$ cat src/rtl/barrel_shift_sequencer.sv
// ============================================================================
//  Module      : barrel_shift_sequencer
//  Description : Two-requester logical-left shifter. One 8-bit barrel stage is
//                shared, and large shift amounts are applied over several passes.
//  Revision    : 1.0 - initial release
// ============================================================================
`default_nettype none

module barrel_shift_sequencer #(
  parameter int PASS_MAX = 7
) (
  input  logic       clk,
  input  logic       rst,
  input  logic       req0_valid,
  input  logic [7:0] req0_data,
  input  logic [3:0] req0_amt,
  output logic       req0_ready,
  input  logic       req1_valid,
  input  logic [7:0] req1_data,
  input  logic [3:0] req1_amt,
  output logic       req1_ready,
  output logic       res_valid,
  output logic [7:0] res_data,
  output logic       res_id,
  input  logic       res_ready,
  output logic       busy
);

  localparam logic [1:0] c_idle  = 2'd0;
  localparam logic [1:0] c_shift = 2'd1;
  localparam logic [1:0] c_done  = 2'd2;

  localparam logic [3:0] c_pass_max = 4'(PASS_MAX);

  logic [1:0] r_state;
  logic       r_ptr;
  logic [7:0] r_work;
  logic [3:0] r_rem;
  logic       r_id;

  logic       w_idle;
  logic       w_grant0;
  logic       w_grant1;
  logic [7:0] w_acc_data;
  logic [3:0] w_acc_amt;
  logic [2:0] w_step;
  logic [3:0] w_rem_next;
  logic [7:0] w_s1;
  logic [7:0] w_s2;
  logic [7:0] w_s3;

  assign w_idle = (r_state == c_idle);

  // The pointer-favoured requester wins; the other wins only when it is alone.
  assign w_grant0 = w_idle & req0_valid & (~r_ptr | ~req1_valid);
  assign w_grant1 = w_idle & req1_valid & ( r_ptr | ~req0_valid);

  assign w_acc_data = w_grant1 ? req1_data : req0_data;
  assign w_acc_amt  = w_grant1 ? req1_amt  : req0_amt;

  assign w_step     = (r_rem > c_pass_max) ? c_pass_max[2:0] : r_rem[2:0];
  assign w_rem_next = r_rem - {1'b0, w_step};

  // Three-level log shifter, zero fill.
  assign w_s1 = w_step[0] ? {r_work[6:0], 1'b0}  : r_work;
  assign w_s2 = w_step[1] ? {w_s1[5:0], 2'b00}   : w_s1;
  assign w_s3 = w_step[2] ? {w_s2[3:0], 4'b0000} : w_s2;

  always_ff @(posedge clk or posedge rst) begin
    if (rst) begin
      r_state <= c_idle;
      r_ptr   <= 1'b0;
      r_work  <= 8'h00;
      r_rem   <= 4'd0;
      r_id    <= 1'b0;
    end else begin
      case (r_state)
        c_idle: begin
          if (w_grant0 | w_grant1) begin
            r_work  <= w_acc_data;
            r_rem   <= w_acc_amt;
            r_id    <= w_grant1;
            r_state <= (w_acc_amt == 4'd0) ? c_done : c_shift;
          end
        end
        c_shift: begin
          r_work <= w_s3;
          r_rem  <= w_rem_next;
          if (w_rem_next == 4'd0) begin
            r_state <= c_done;
          end
        end
        c_done: begin
          // Returning to IDLE here means the next accept is one cycle later.
          if (res_ready) begin
            r_state <= c_idle;
            r_ptr   <= ~r_id;
          end
        end
        default: begin
          r_state <= c_idle;
        end
      endcase
    end
  end

  assign req0_ready = w_grant0;
  assign req1_ready = w_grant1;
  assign res_valid  = (r_state == c_done);
  assign res_data   = r_work;
  assign res_id     = r_id;
  assign busy       = ~w_idle;

endmodule

`default_nettype wire

$ cat config.mk
export PLATFORM = sky130hd
export DESIGN_NAME = barrel_shift_sequencer
export DESIGN_NICKNAME = d
export VERILOG_FILES = /design/src/rtl/barrel_shift_sequencer.sv
export SDC_FILE = /design/constraint.sdc
export NUM_CORES = 1
export LEC_CHECK = 0
export ABC_CLOCK_PERIOD_IN_PS = 5100
export CAP_MARGIN = 40
export CORE_UTILIZATION = 25
export DETAILED_ROUTE_END_ITERATION = 16
export GPL_TIMING_DRIVEN = 0
export PLACE_DENSITY = 0.61
export RECOVER_POWER = 100
export SYNTH_ARGS = -nofsm -noshare
export SYNTH_HDL_FRONTEND = slang
export SYNTH_SLANG_ARGS = --single-unit
export TNS_END_PERCENT = 100
$ cat constraint.sdc
create_clock -name clk -period 5.1 [get_ports clk]
set_clock_uncertainty 0.2 [all_clocks]
set_input_delay 1.53 -clock clk [delete_from_list [all_inputs] [get_ports clk]]
set_output_delay 1.53 -clock clk [all_outputs]
set_load 0.02 [all_outputs]
==> After elaboration in Yosys (flattened, before gate mapping) <==
Index checks and enable logic that the tools add are counted.
{ "totals": {"register_bits": 16, "romBits": 0, "ramBits": 0, "wordCells": 50, "latchBits": 0, "mem_count": 0, "in_bits": 29, "out_inout_bits": 13} }
{ "classes": {"n_eq_ne": 6, "div": 0, "order_cmp": 1, "shifts": 0, "add_sub_neg": 1, "bitwise": 12, "mux": 15, "mul": 0, "reduce_logical": 9} }
{ "ops": {"columns": ["op", "n"], "rows": [
  ["2-to-1 mux 8 bit", 5],
  ["one-hot mux 8 bit (2 select lines)", 1],
  ["zero test 4 bit", 2],
  ["2-to-1 mux 2 bit", 4],
  ["2-to-1 mux 4 bit", 2],
  ["one-hot mux 4 bit (2 select lines)", 1],
  ["one-hot mux 2 bit (3 select lines)", 1],
  ["AND reduction 2 bit", 3],
  ["AND reduction 3 bit", 2],
  ["inverter 1 bit", 5],
  ["AND 1 bit", 4],
  ["> comparator 4 x 3 -> 1 bit, second input constant", 1],
  ["inequality test 2 x 1 -> 1 bit, second input constant", 2],
  ["inequality test 4 bit, second input constant", 1],
  ["subtractor 4 x 3 -> 4 bit", 1],
  ["2-to-1 mux 3 bit", 1],
  ["bitwise OR 1 bit", 3],
  ["equality test 2 x 1 -> 1 bit, second input constant", 1],
  ["equality test 2 bit, second input constant", 1],
  ["zero test 2 bit", 1],
  ["inequality test 2 bit, second input constant", 1],
  ["nonzero test 2 bit", 1]
]} }

==> Longest topological paths before layout <==
Gate-level depths: netlist (run 1).
{ "depth": {"word_depth": 8, "depth_mapped": 7, "depth_no_buf": 6} }

==> Worst setup path before layout (run 1) <==
OpenSTA, ideal clock, no wires.
{ "synth_timing": {"path_kind": "input port to output port", "start": "in req1_valid", "end": "out req0_ready", "stages": 3, "required_ns": 3.370, "path_buffers": 0, "slack_ns": 1.328, "t_arrival_ns": 2.042, "path_cell_list": "nand2_1 nand2_1 nor2_1"} }
{ "synth_between": {"elab_chain_len": 3} }
{ "synth_lines": {"columns": ["item", "line", "source"], "rows": [
  ["start: declaration", "18", "input logic req1_valid,"],
  ["inverter 1 bit", "55", "assign w_grant0 = w_idle & req0_valid & (~r_ptr | ~req1_valid);"],
  ["bitwise OR 1 bit", "55", null],
  ["AND 1 bit", "55", null],
  ["end: declaration", "17", "output logic req0_ready,"]
]} }
No other way between the ends.

==> Worst setup path in the final report (run 1) <==
{ "layout_timing": {"start": "in req0_valid", "end": "out req1_ready"} }
{ "layout_between": {"elab_chain_len": 3} }
{ "layout_lines": {"columns": ["item", "line", "source"], "rows": [
  ["start: declaration", "14", "input logic req0_valid,"],
  ["inverter 1 bit", "56", "assign w_grant1 = w_idle & req1_valid & ( r_ptr | ~req0_valid);"],
  ["bitwise OR 1 bit", "56", null],
  ["AND 1 bit", "56", null],
  ["end: declaration", "21", "output logic req1_ready,"]
]} }
No other way between the ends.

==> results of run 1 <==
[state kept, by name, indices dropped and copies added (netlist names)]
| name | cells |
|---|---|
| r_ptr | 1 |
| r_rem | 4 |
| r_state | 2 |
| res_data | 8 |
| res_id | 1 |
[metrics by stage]
| stage | hold WS, ns | power (W) |
|---|---|---|
| detailed placement | 0.279 | 0.000948 |
| finish | 0.288 | 0.00102 |
| global route | 0.342 | 0.00112 |
| floorplan | 0.328 | 0.000710 |
| CTS | 0.300 | 0.00105 |
| global placement | 0.285 | 0.000945 |
[final cells by class]
| type | count | area, um2 |
|---|---|---|
| multi-input cells | 110 | 742 |
| flip-flops and latches | 16 | 400 |
| well taps | 67 | 83.8 |
| clock buffers | 3 | 41.3 |
| plain buffers | 9 | 43.8 |
| fillers | 492 | 2970 |
| inverters | 9 | 36.3 |
| repair buffers | 41 | 410 |
[worst max-delay path, stage by stage]
cell             delay (ns)
clkdlybuf4s50_1        0.48
nand2b_1               0.18
nand3_2                0.20
inv_4                  0.21
clkdlybuf4s50_1        0.63
[report_power, final]
part | switching (W) | internal [W]
clock | 0.0000419 | 0.0000523
combinational | 0.000375 | 0.000293
sequential | 0.0000644 | 0.000191
[final timing paths]
check                                 from           to  slack, ns  cells past startpoint
worst max-delay path            req0_valid   req1_ready       0.14                      5
worst min-delay path                res_id        r_ptr       0.29                      1
worst max register to register    r_rem[0]  res_data[3]       3.19                      6
worst min register to register      res_id        r_ptr       0.29                      1
max in group asynchronous              rst  res_data[6]       2.68                      2
min in group asynchronous              rst   r_state[0]       1.61                      2
[cell families (layout without fill, tap and decap cells)]
| group | Yosys count | after routing | synth area share, % |
|---|---|---|---|
| AO/OA/AOI/OAI | 50 | 50 | 28.1 |
| adder cells (fa/ha/maj) | 1 | 1 | 1.02 |
| buffers and inverters | 18 | 62 | 7.14 |
| flip-flops | 16 | 16 | 32.6 |
| multiplexers | 13 | 13 | 10.8 |
| AND/OR/NAND/NOR | 46 | 46 | 20.3 |
[metal layers]
| layer | vias up | track usage (%) |
|---|---|---|
| li1 | 628 | - |
| met1 | 600 | 22.5 |
| met2 | 32 | 24.6 |
| met3 | 2 | 3.75 |
| met4 | 0 | 1.96 |
| met5 | - | 0 |
[layout by cell type (no fill, tap or decap), drive strengths merged, types with 2 or more instances in the layout]
cell type,instances
a2111oi,2
a211oi,3
a21o,2
a21oi,10
a22oi,2
a31oi,2
and2,2
buf,6
clkbuf,6
clkdlybuf4s50,28
dfrtp,16
dlygate4sd3,13
inv,9
mux2,2
mux2i,11
nand2,13
nand2b,5
nand3,3
nand3b,2
nor2,12
nor2b,3
nor3,2
o21ai,10
o221ai,2
o22ai,2
o32a,3
o41ai,3
[repair_timing]
| item | in CTS | in global routing |
|---|---|---|
| resized for setup | 0 | 1 |
| setup endpoints to repair | 0 | 1 |
| hold buffers | 0 | 0 |
==> impl_metrics.env, run 1 <==
export IMPL_synth_seq_area_share_pct=32.6
export IMPL_dieArea_um2=5190
export IMPL_initialDrtViolationCount=73
export IMPL_syn_to_final_growth_pct=43.2
export IMPL_fin_setup_tns_ns=0
export IMPL_cts_buffer_depth=2
export IMPL_final_max_slew_viol_count=0
export IMPL_fin_nets=220
export IMPL_status="complete, no violations"
export IMPL_endpoint_kind="primary output"
export IMPL_dr_wl_met3_um=170
export IMPL_irDropWorstVdd_v=0.000272
export IMPL_track_usage_pct=15.7
export IMPL_num_rows=25
export IMPL_clk_latency_ns=0.24
export IMPL_crit_arrival_ns=3.23
export IMPL_rsz0062_at_grt="false"
export IMPL_first_global_vias=1231
export IMPL_syn_inst=144
export IMPL_ant_nets=0
export IMPL_synth_edf_count=0
export IMPL_cts_buffers=3
export IMPL_core_um2=4720
export IMPL_diodes=0
export IMPL_placed_cell_area_um2=1720
export IMPL_grt_antenna_before_repair=0
export IMPL_wl_met2_mm=1.70
export IMPL_clock_sinks=16
export IMPL_die_w_um=72.1
export IMPL_h_tree_depth=1
export IMPL_firstDrtPassIters=4
export IMPL_vias=1262
export IMPL_fin_ws_ns=0.142
export IMPL_place_ws_ns=0.0609
export IMPL_drc=0
export IMPL_yosys_area_top_type_share_pct=32.6
export IMPL_cts_root_buf="clkbuf_8"
export IMPL_worstHoldPathType="register to register"
export IMPL_synth_area_um2=1230
export IMPL_avgSynthCellArea_um2=8.52
export IMPL_layout_drive_gt1_share_pct=8.51
export IMPL_place_hpwl_mm=2.79
export IMPL_synth_largest_area_cell="dfrtp_1"
export IMPL_numPlacedInstances=252
export IMPL_synthArstFlopShare_pct=100
export IMPL_yosysMostFrequentCell="dfrtp_1"
export IMPL_top_layer="met4"
export IMPL_postLayoutCellArea_um2=1760
export IMPL_yosys_most_used_dff="dfrtp_1"
export IMPL_crit_fanout=10
export IMPL_startpoint_type="input port"
export IMPL_postCtsSetupBuffers=0
export IMPL_ys_types=45
export IMPL_synth_nets=174
export IMPL_setup_viol_count_final=0
export IMPL_grt_max_degree=17
export IMPL_met1_length_mm=1.79
export IMPL_fmax_ghz=0.202
export IMPL_io_buffer_count=41
export IMPL_fp_dieH_um=72.1
export IMPL_wl_mm=3.67
export IMPL_yosys_warnings=0
export IMPL_worst_pin_slew_ns=0.649
export IMPL_synth_commonest_cells="16 x dfrtp_1, 13 x nand2_1, 11 x mux2i_1"
export IMPL_relSlewSlack_pct=56.7
export IMPL_cap_viol_max_count=0
export IMPL_period_needed_ns=4.96
export IMPL_p_leak_nw=0.710
export IMPL_finalNonFillerCells=255
export IMPL_wl_per_cell_um=14.4
export IMPL_vias_per_cell=4.95
export IMPL_power_per_cell_area_nw_per_um2=579
export IMPL_synth_area_leaders="dfrtp_1 33%, mux2i_1 9.0%, a21oi_1 4.1%, nand2_1 4.0%, o21ai_0 3.7%"
export IMPL_ios=42
export IMPL_final_core_util_pct=37.2
export IMPL_gp_congestion=0.839
export IMPL_required_ns=3.37
export IMPL_initial_utilization_pct=26.0
export IMPL_cts_tree="done"
export IMPL_crit_type="input port to primary output"
export IMPL_path_clk_slew_ns=0.06
export IMPL_timing_final_crit_share_pct=97.2
export IMPL_grt_pass1_wl_mm=6.37
export IMPL_gr_total_overflow=0
export IMPL_hold_viol=0
export IMPL_synth_seq_cells=16
Power figures use the tool's default switching activity.
==> inputs of run 2 (changes only) <==
--- a/config.mk
+++ b/config.mk
@@ -5,12 +5,12 @@
 export SDC_FILE = /design/constraint.sdc
 export NUM_CORES = 1
 export LEC_CHECK = 0
-export ABC_CLOCK_PERIOD_IN_PS = 5100
+export ABC_CLOCK_PERIOD_IN_PS = 4000
 export CAP_MARGIN = 40
 export CORE_UTILIZATION = 25
 export DETAILED_ROUTE_END_ITERATION = 16
 export GPL_TIMING_DRIVEN = 0
-export PLACE_DENSITY = 0.61
+export PLACE_DENSITY = 0.63
 export RECOVER_POWER = 100
 export SYNTH_ARGS = -nofsm -noshare
 export SYNTH_HDL_FRONTEND = slang
==> constraint.sdc (replaced) <==
create_clock -name clk -period 4 [get_ports clk]
set_clock_uncertainty 0.2 [all_clocks]
set_input_delay 1.2 -clock clk [delete_from_list [all_inputs] [get_ports clk]]
set_output_delay 1.2 -clock clk [all_outputs]
set_load 0.02 [all_outputs]
==> run 2 against run 1 <==
Clock-buffer cell count rose by 1; core utilization rose by 0.48 points; non-clock buffer count did not move; register-to-register slack got worse by 1.1 ns; wire length fell by 3.6%; sequential cell count did not move; power rose by 30%; die area did not move; global-route usage fell by 1.0 points; largest power group unchanged.
==> impl_metrics.env, run 2 (synthesis results as in run 1) <==
export IMPL_status="complete, no violations"
export IMPL_vias=1238
export IMPL_power_per_cell_area_nw_per_um2=743
export IMPL_crit_type="input port to primary output"
export IMPL_io_buffer_count=41
export IMPL_core_um2=4720
export IMPL_grt_max_degree=17
export IMPL_initialDrtViolationCount=104
export IMPL_syn_to_final_growth_pct=45.1
export IMPL_diodes=0
export IMPL_numPlacedInstances=252
export IMPL_clock_sinks=16
export IMPL_crit_fanout=5
export IMPL_fmax_ghz=0.256
export IMPL_p_sw_share_pct=46.8
export IMPL_setup_viol_count_final=0
export IMPL_cp_num_buf_inv=2
export IMPL_ios=42
export IMPL_drc=0
export IMPL_ant_nets=0
export IMPL_cp_top_family="buffers and inverters"
export IMPL_place_hpwl_mm=2.66
export IMPL_dieArea_um2=5190
export IMPL_gr_total_overflow=0
export IMPL_first_global_vias=1224
export IMPL_grt_antenna_before_repair=0
export IMPL_cts_root_buf="clkbuf_8"
export IMPL_fp_dieH_um=72.1
export IMPL_rsz0062_at_grt="false"
export IMPL_period_needed_ns=3.91
export IMPL_cts_tree="done"
export IMPL_cts_buffers=3
export IMPL_endpoint_kind="primary output"
export IMPL_required_ns=2.60
export IMPL_finalNonFillerCells=256
export IMPL_final_max_slew_viol_count=0
export IMPL_firstDrtPassIters=4
export IMPL_h_tree_depth=1
export IMPL_cts_buffer_depth=2
export IMPL_initial_utilization_pct=26.0
export IMPL_comb_power_share_pct=64.3
export IMPL_seqPwrFrac_pct=24.5
export IMPL_gp_congestion=0.852
export IMPL_wl_mm=3.54
export IMPL_die_w_um=72.1
export IMPL_cp_slowest_cell="clkdlybuf4s50_1"
export IMPL_mostFrequentLayoutCells="26 x clkdlybuf4s50_1, 16 x dfrtp_1, 13 x nand2_1, 13 x dlygate4sd3_1, 11 x mux2i_1"
export IMPL_timing_final_crit_share_pct=97.7
export IMPL_final_common_cell="clkdlybuf4s50_1"
export IMPL_final_core_util_pct=37.7
export IMPL_wl_per_cell_um=13.8
export IMPL_startpoint_type="input port"
export IMPL_p_int_w=0.000704
export IMPL_crit_chain="clkdlybuf4s50_1 -> nand2_1 -> nor2_4 -> dlygate4sd2_1"
export IMPL_switchingPower_w=0.000619
export IMPL_largest_reg_flops=8
export IMPL_path_clk_slew_ns=0.06
export IMPL_track_usage_pct=14.7
export IMPL_irDropWorstVdd_v=0.000308
export IMPL_vias_per_cell=4.84
export IMPL_fin_setup_tns_ns=0
export IMPL_grt_pass1_wl_mm=5.87
export IMPL_layout_drive_gt1_share_pct=10.1
export IMPL_worstHoldPathType="register to register"
export IMPL_relSlewSlack_pct=56.5
export IMPL_postCtsSetupBuffers=0
export IMPL_cap_viol_max_count=0
export IMPL_crit_arrival_ns=2.51
export IMPL_p_leak_nw=0.728
export IMPL_clk_latency_ns=0.26
export IMPL_worst_pin_slew_ns=0.652
export IMPL_num_rows=25
export IMPL_hold_viol=0
export IMPL_p_clk_share_pct=11.3
export IMPL_hold_buffers=0
export IMPL_critPathMaxStageDelay_ns=0.60
export IMPL_fin_nets=220
==> run 2: cell types whose count changed in the layout (fill, tap and decap cells not counted), sizes merged <==
cell,before,now
clkdlybuf4s50,28,26
clkbuf,6,8
dlygate4sd2,0,1
==> run 2: final cells by class <==
class / instances / area (um2)
Fill cell: 506 / 2940
Multi-Input combinational cell: 110 / 754
Timing Repair Buffer: 41 / 404
Sequential cell: 16 / 400
Tap cell: 67 / 83.8
Clock buffer: 4 / 55.1
Buffer: 9 / 43.8
Inverter: 9 / 38.8
==> run 2: final timing paths <==
check | start | slack [ns] | depth (start not counted) | end
max | req0_valid | 0.09 | 4 | req0_ready
min | res_id | 0.28 | 1 | r_ptr
max reg2reg | r_rem[0] | 2.07 | 6 | res_data[3]
min reg2reg | res_id | 0.28 | 1 | r_ptr
max in group asynchronous | rst | 1.90 | 2 | res_data[3]
min in group asynchronous | rst | 1.27 | 2 | r_rem[1]
==> run 2: timing repair <==
action	4_1_cts	5_1_grt
pin swaps	0	0
endpoints found under the setup margin	2	2
resized for setup	5	3
==> run 2: power groups by stage <==
stage	Sequential [W]	Combinational, W	Clock, W
after global routing	0.000339	0.000942	0.000161
after detailed placement	0.000327	0.000870	0
after CTS	0.000324	0.000874	0.000152
after floorplan	0.000359	0.000546	0
after global placement	0.000327	0.000867	0
final	0.000324	0.000851	0.000149
==> run 2: per-stage QoR <==
step                      hold slack (ns)  power, W  instance area [um2]  setup WS (ns)
final                               0.277   0.00132                 1780         0.0938
after global routing                0.310   0.00144                 1780         0.0204
after detailed placement            0.275   0.00120                 1720         -0.376
after floorplan                     0.328  0.000905                 1230          0.888
after CTS                           0.290   0.00135                 1780        0.00580
after global placement              0.281   0.00119                 1720         -0.379
==> run 2: per-layer routing <==
metal  vias up  wire length (um)  GRT usage (%)  part of all wire, %
met3         2               185           3.47                  5.2
met5         -                 0              0                    0
met2        39              1570           22.5                   44
met1       564              1760           21.1                   50
li1        633                 -              -                    -
met4         0                19           2.83                 0.54
==> run 2: worst reg2reg max path: stages, from the launching register on <==
cell and delay [ns]:
dfrtp_1 0.36, buf_2 0.18, nor2_4 0.16, mux2i_1 0.32
mux2i_1 0.16, nor2b_1 0.16, o32a_1 0.28
